File: config.mk
export PLATFORM = sky130hd
export DESIGN_NAME = scan_dff_bank
export DESIGN_NICKNAME = d
export VERILOG_FILES = /design/src/rtl/scan_dff_bank.sv
export SDC_FILE = /design/constraint.sdc
export NUM_CORES = 1
export LEC_CHECK = 0
export ABC_AREA = 1
export CORE_MARGIN = 4
export CORE_UTILIZATION = 46
export CTS_BUF_LIST = sky130_fd_sc_hd__clkbuf_8
export CTS_CLUSTER_SIZE = 25
export DETAILED_ROUTE_END_ITERATION = 12
export PLACE_DENSITY = 0.88
export SLEW_MARGIN = 20
export SYNTH_ARGS = -nofsm -noshare
export SYNTH_HDL_FRONTEND = slang
export SYNTH_SLANG_ARGS = --single-unit
File: constraint.sdc
create_clock -name clk_i -period 3.7 [get_ports clk_i]
set_input_delay 0.555 -clock clk_i [delete_from_list [all_inputs] [get_ports clk_i]]
set_output_delay 0.555 -clock clk_i [all_outputs]
set_load 0.01 [all_outputs]
File: src/rtl/scan_dff_bank.sv
// Parametrised D flip-flop bank with capture enable, manual scan shift and a built-in
// auto-shift controller that exchanges the whole chain with the SI stream on one START.
// Shift direction: SI enters the MSB, bit 0 leaves on SO (LSB first).
// Optional stuck-at overlay on the functional outputs: define FAULT_INJECT_EN.
module scan_dff_bank #(
  parameter int unsigned      WIDTH     = 8,
  parameter logic [WIDTH-1:0] RESET_VAL = '0
) (
  input  logic             clk_i,
  input  logic             rst_ni,
  input  logic [WIDTH-1:0] d_i,
  input  logic             en_i,
  input  logic             se_i,
  input  logic             si_i,
  input  logic             start_i,
`ifdef FAULT_INJECT_EN
  input  logic [WIDTH-1:0] fault_mask_i,
  input  logic [WIDTH-1:0] fault_val_i,
`endif
  output logic [WIDTH-1:0] q_o,
  output logic [WIDTH-1:0] qn_o,
  output logic             so_o,
  output logic             busy_o,
  output logic             done_o
);

  localparam int unsigned     CntW    = $clog2(WIDTH);
  localparam logic [CntW-1:0] CntLast = CntW'(WIDTH - 1);

  typedef enum logic [1:0] {StIdle, StShift, StFin} state_e;

  state_e           state_q;
  logic [CntW-1:0]  cnt_q;
  logic             busy_q, done_q;
  logic [WIDTH-1:0] reg_q, reg_d;

  // Next bank contents: auto-shift wins, then manual scan, then capture, else hold.
  always_comb begin
    reg_d = reg_q;
    if (state_q == StShift) begin
      reg_d = {si_i, reg_q[WIDTH-1:1]};
    end else if (se_i) begin
      reg_d = {si_i, reg_q[WIDTH-1:1]};
    end else if (en_i) begin
      reg_d = d_i;
    end
  end

  // Flop bank state.
  always_ff @(posedge clk_i or negedge rst_ni) begin
    if (!rst_ni) begin
      reg_q <= RESET_VAL;
    end else begin
      reg_q <= reg_d;
    end
  end

  // Auto-shift controller with registered BUSY/DONE; START outside IDLE is dropped.
  always_ff @(posedge clk_i or negedge rst_ni) begin
    if (!rst_ni) begin
      state_q <= StIdle;
      cnt_q   <= '0;
      busy_q  <= 1'b0;
      done_q  <= 1'b0;
    end else begin
      busy_q <= 1'b0;
      done_q <= 1'b0;
      unique case (state_q)
        StIdle: begin
          if (start_i) begin
            state_q <= StShift;
            cnt_q   <= '0;
            busy_q  <= 1'b1;
          end
        end
        StShift: begin
          if (cnt_q == CntLast) begin
            // Counter parks at its last value; it is cleared on the next START.
            state_q <= StFin;
            done_q  <= 1'b1;
          end else begin
            cnt_q  <= cnt_q + CntW'(1);
            busy_q <= 1'b1;
          end
        end
        StFin: begin
          state_q <= StIdle;
        end
        default: begin
          state_q <= StIdle;
        end
      endcase
    end
  end

`ifdef FAULT_INJECT_EN
  // Forced bits appear only on Q/QN; the scan path keeps reading the true register.
  assign q_o = (reg_q & ~fault_mask_i) | (fault_val_i & fault_mask_i);
`else
  assign q_o = reg_q;
`endif
  assign qn_o   = ~q_o;
  assign so_o   = reg_q[0];
  assign busy_o = busy_q;
  assign done_o = done_q;

endmodule
* Yosys cells after proc, flatten, opt, wreduce, memory -nomap -nowiden
Cells that the tools add are included.
** Word-level totals
- Bits in registers :: 15
- Bits in latches :: 0
- RAM bits :: 0
- Memory bits (read-only) :: 0
- Bits of input ports :: 14
- Output and inout bits :: 19
- Logic and storage cells :: 31
- Memories kept :: 0
** Cells by class
- Add/sub/neg operators :: 1
- Multipliers :: 0
- Divide/modulo/power cells :: 0
- $lt $le $gt $ge :: 0
- Equal/unequal tests :: 5
- Shift-type cells :: 0
- Muxes and demuxes :: 14
- Bitwise gates (word level) :: 1
- Reduce and logical (&&, ||, !) cells :: 5
** Operator list (number)
- 2-to-1 mux 8 bit :: 3
- NOT 8 bit :: 1
- 2-to-1 mux 3 bit :: 2
- one-hot mux 3 bit (2 select lines) :: 1
- 2-to-1 mux 1 bit :: 4
- 2-to-1 mux 2 bit :: 2
- inequality test 2 bit, second input constant :: 2
- one-hot mux 2 bit (2 select lines) :: 1
- adder 3 x 1 -> 3 bit, second input constant :: 1
- == test 3 bit, second input constant :: 1
- AND reduction 3 bit :: 1
- nonzero test 3 bit :: 1
- == test 2 x 1 -> 1 bit, second input constant :: 1
- logical NOT 2 bit :: 1
- inequality test 2 x 1 -> 1 bit, second input constant :: 1
- one-hot mux 1 bit (2 select lines) :: 1
- AND reduction 2 bit :: 1
- nonzero test 2 bit :: 1

* Depth between registers and ports, before layout
- Depth after elaboration :: 3
- Mapped depth :: 7
- Mapped depth without buffers :: 7

* Worst setup path after synthesis
Ideal clock, no wire load.
- Path type :: register to register
- Start point :: register cnt_q[0]
- End point :: register cnt_q[0]
- Library setup time :: 0.065 ns
- Data arrival time :: 1.166 ns
- Required time :: 3.635 ns
- Slack :: 2.469 ns
- Cell stages (with the launch flop) :: 8
- Path buffers :: 0
- Clock period less this slack :: 1.231 ns
- Cell sequence :: dfrtp_1 -> ha_1 -> ha_1 -> inv_1 -> nand3_1 -> inv_1 -> nand2_1 -> nand2_1
** Between the ends
- Word-level cells in the longest chain between the ends :: 3
- Elaborated cells on any way between the ends :: 6
- Classes of those cells :: 1 x add/sub; 2 x eq/ne; 2 x mux; 1 x reduce/logical
** RTL lines
- start, declared :: line 33 : logic [CntW-1:0] cnt_q;
- start signal, assigned :: line 82 : cnt_q <= cnt_q + CntW'(1);
- adder 3 x 1 -> 3 bit / == test 3 bit (equally long branches) :: line 82, 77
- 2-to-1 mux 3 bit / inequality test 2 bit (equally long branches)
- one-hot mux 3 bit (2 select lines) / AND reduction 3 bit (equally long branches)
Parallel ways exist; a longest one is shown, timed or not. The select of a mux whose other input is x is not followed.
A chain may end at the register's enable or synchronous reset.

* Final worst setup path
- Start point :: register reg_q[6], in the netlist q_o[6]
- End point :: output qn_o[6]
** Between the ends
- Word-level cells in the longest chain between the ends :: 1
** RTL lines
- start, declared :: line 35 : logic [WIDTH-1:0] reg_q, reg_d;
- start signal, assigned :: line 54 : reg_q <= reg_d;
- NOT 8 bit :: line 102 : assign qn_o = ~q_o;
- end, declared :: line 21 : output logic [WIDTH-1:0] qn_o,
No other way between the ends.

==> run_results.csv <==
group,metric,value,unit
cts,cts_resized,0,
cells_and_area,multiInputGateArea,296.5,um2
place,hpwl,1406,um
logic_synthesis,synthTopCellsByArea,"dfrtp_1 (48%), nand3_1 (17%), nand2_1 (13%), inv_1 (9.6%), ha_1 (3.2%)",
route,first_iter_violations,23,
cts,ctsHtreeMaxLevel,1,
logic_synthesis,syn_area_per_cell,7.730,um2
route,drt_first_pass_iters,6,
floorplan,pin_count,33,
floorplan,die_h,49.20,um
cells_and_area,n_antenna_cell,0,
setup_path,cp-end-kind,"output pin",
global_route,grt_pass1_vias,723,
floorplan,die_x,49.20,um
power,leakagePower,0.6006,nW
cells_and_area,ff_latch_area,375.4,um2
setup_path,r2r_cells,7,
route,wire_per_inst,12.08,um
logic_synthesis,synth_area_leader_cell,"dfrtp_1",
power,ir_drop,471.3,uV
timing,fin_skew,0.01187,ns
setup_path,worstPathRequired,3.14,ns
cts,clkTransAtPathRegs,0.07,ns
timing,setup_viol,0,
timing,grt_setup_unrepaired,"no",
cts,clock-sinks,15,
logic_synthesis,synth.net_count,117,
timing,timing.slew.headroom,56.10,%
timing,hold_violations,0,
global_route,grt_use_total,16.26,%
floorplan,coreArea,1559,um2
cts,cts_buffers,3,
logic_synthesis,postSynth.asyncResetShare,100.0,%
global_route,grt_pass1_wl,3084,um
global_route,antenna_found_initial,0,
logic_synthesis,synth_edf_count,0,
logic_synthesis,ys_types,12,
cts,cts_tree,"yes",
logic_synthesis,ys_seq_elements,15,
setup_path,cp_slowest_cell,"clkdlybuf4s50_1",
run,drv_cap,0,
cells_and_area,drive_gt1_share,5.970,%
timing,tns,0,ns
timing,worstMarginPinSlew,0.6564,ns
logic_synthesis,netlist_instances,101,
setup_path,rrSetupSlack,2.25,ns
timing,max_freq,549.1,MHz
timing,slew_viol_final,0,
status,run_status,"finished, final reports clean",
cts,clock_tree.buffer_depth,2,
route,antenna_left,0,
route,via_per_inst,5.160,
logic_synthesis,synth_common_cells,"nand2_1 (27), nand3_1 (27), inv_1 (20)",
setup_path,path_delay_family,"buffers and inverters",
timing,fin_crit_sh,49.22,%
global_route,grt.overflow.total,0,
cells_and_area,layout.nets,151,
setup_path,path_class,"reg2out",
setup_path,path_cells,"inv_1 > clkdlybuf4s50_1",
logic_synthesis,synth_warnings,0,
setup_path,r2r_start,"cnt_q[0]",
setup_path,cp.buffers_inverters,2,
cts,cts-root-buf,"clkbuf_8",
floorplan,num_rows,14,
cts,hold_buffers,0,
place,gp_congestion,0.8214,
cells_and_area,final_cells,150,
cts,insertion_delay,0.25,ns
power,powerDensity,783.0,nW/um2
route,drcViolationCount,0,
setup_path,max_stage_delay,0.53,ns
place,io_buffers,32,
floorplan,start_util,50.08,%
cells_and_area,fillCellCount,114,
hold_path,min_path_type,"reg2reg",
setup_path,cp.arrival,1.27,ns
floorplan,dieArea,2421,um2
cts,post_cts_buffers,0,
global_route,grt_start_max_net_pins,20,
logic_synthesis,synth_area,780.7,um2
logic_synthesis,ys.flop_type,"dfrtp_1",
route,vias,774,
place,dp_cells,146,
cells_and_area,areaGrowthSynthToFinish,45.67,%
setup_path,cp-startpoint,"q_o[6]",
setup_path,crit_path_start_kind,"flop",
logic_synthesis,ys_seq_area_share,48.08,%
logic_synthesis,synth_top_area_share,48.08,%
timing,fin_crit,1.821,ns
setup_path,worstPathMaxFanout,4,
setup_path,path_depth,2,
hold_path,hold_depth,2,
setup_path,worst_r2r_endpoint,"cnt_q[2]",
route,routed_wl,1812,um
setup_path,critPathCapture,"qn_o[6]",
[cells by family after synthesis]
group,Yosys count,share of synthesized area (%)
simple gates,60,34.78
flops,15,48.08
fa+ha+maj,2,3.205
buf+inv,24,13.94
[worst min path at each step]
stage                   from       end  slack [ns]
floorplan             rst_ni    busy_o        0.26
global placement    cnt_q[1]  cnt_q[1]        0.49
detailed placement  cnt_q[1]  cnt_q[1]        0.50
CTS                 cnt_q[1]  cnt_q[1]        0.51
global route        cnt_q[1]  cnt_q[1]        0.56
finish              cnt_q[1]  cnt_q[1]        0.51
[cell usage in the layout (no fill, tap or decap)]
master	count
clkdlybuf4s50_1	32
nand3_1	27
nand2_1	27
inv_1	20
dfrtp_1	15
nor2_1	3
clkbuf_8	3
ha_1	2
nand2_4	1
inv_2	1
nand2_2	1
nor2_2	1
clkinv_2	1
[through the flow]
| stage | util, % | power (W) | setup WS (ns) | hold WS [ns] | cell area [um2] |
|---|---|---|---|---|---|
| 2_1_floorplan | - | 0.0005296 | 2.469 | 0.2594 | 780.7 |
| 3_3_place_gp | 69.98 | 0.0007396 | 2.017 | 0.4899 | 1091 |
| 3_5_place_dp | 69.98 | 0.0007614 | 1.964 | 0.5027 | 1091 |
| 4_1_cts | 72.95 | 0.0008970 | 1.878 | 0.5139 | 1137 |
| 5_1_grt | 72.95 | 0.0009573 | 1.829 | 0.5563 | 1137 |
| 6_report | 72.95 | 0.0008905 | 1.879 | 0.5079 | 1137 |
[layout make-up]
cell class / instances / area share (%)
Clock buffer: 3 / 3.630
Clock inverter: 1 / 0.4400
Inverter: 21 / 6.931
Multi-Input combinational cell: 62 / 26.07
Sequential cell: 15 / 33.00
Tap cell: 16 / 1.760
Timing Repair Buffer: 32 / 28.16
[flip-flops by register name (all words and copies together), names as in the netlist]
name and flops:
state_q 2, busy_o 1, done_o 1, q_o 8
cnt_q 3
[where the power goes]
group          internal, W  switching [W]  total (W)
clock            0.0000745      0.0000570   0.000132
combinational     0.000238       0.000223   0.000461
sequential        0.000237      0.0000610   0.000298
total             0.000549       0.000341   0.000891
[metal layers]
| metal | vias up | share of wire (%) | track usage [%] |
|---|---|---|---|
| li1 | 379 | - | - |
| met1 | 365 | 41 | 19.38 |
| met2 | 30 | 52 | 28.13 |
| met3 | 0 | 6.5 | 5.505 |
| met4 | 0 | 0 | 3.318 |
| met5 | - | 0 | 0 |
[worst reg2reg max path, stage by stage, from the launching register on]
cell,delay [ns]
dfrtp_1,0.39
ha_1,0.22
ha_1,0.18
inv_1,0.10
nand3_1,0.20
inv_1,0.15
nand2_1,0.07
nand2_1,0.07
No activity file was read; power rests on OpenSTA's default activity.
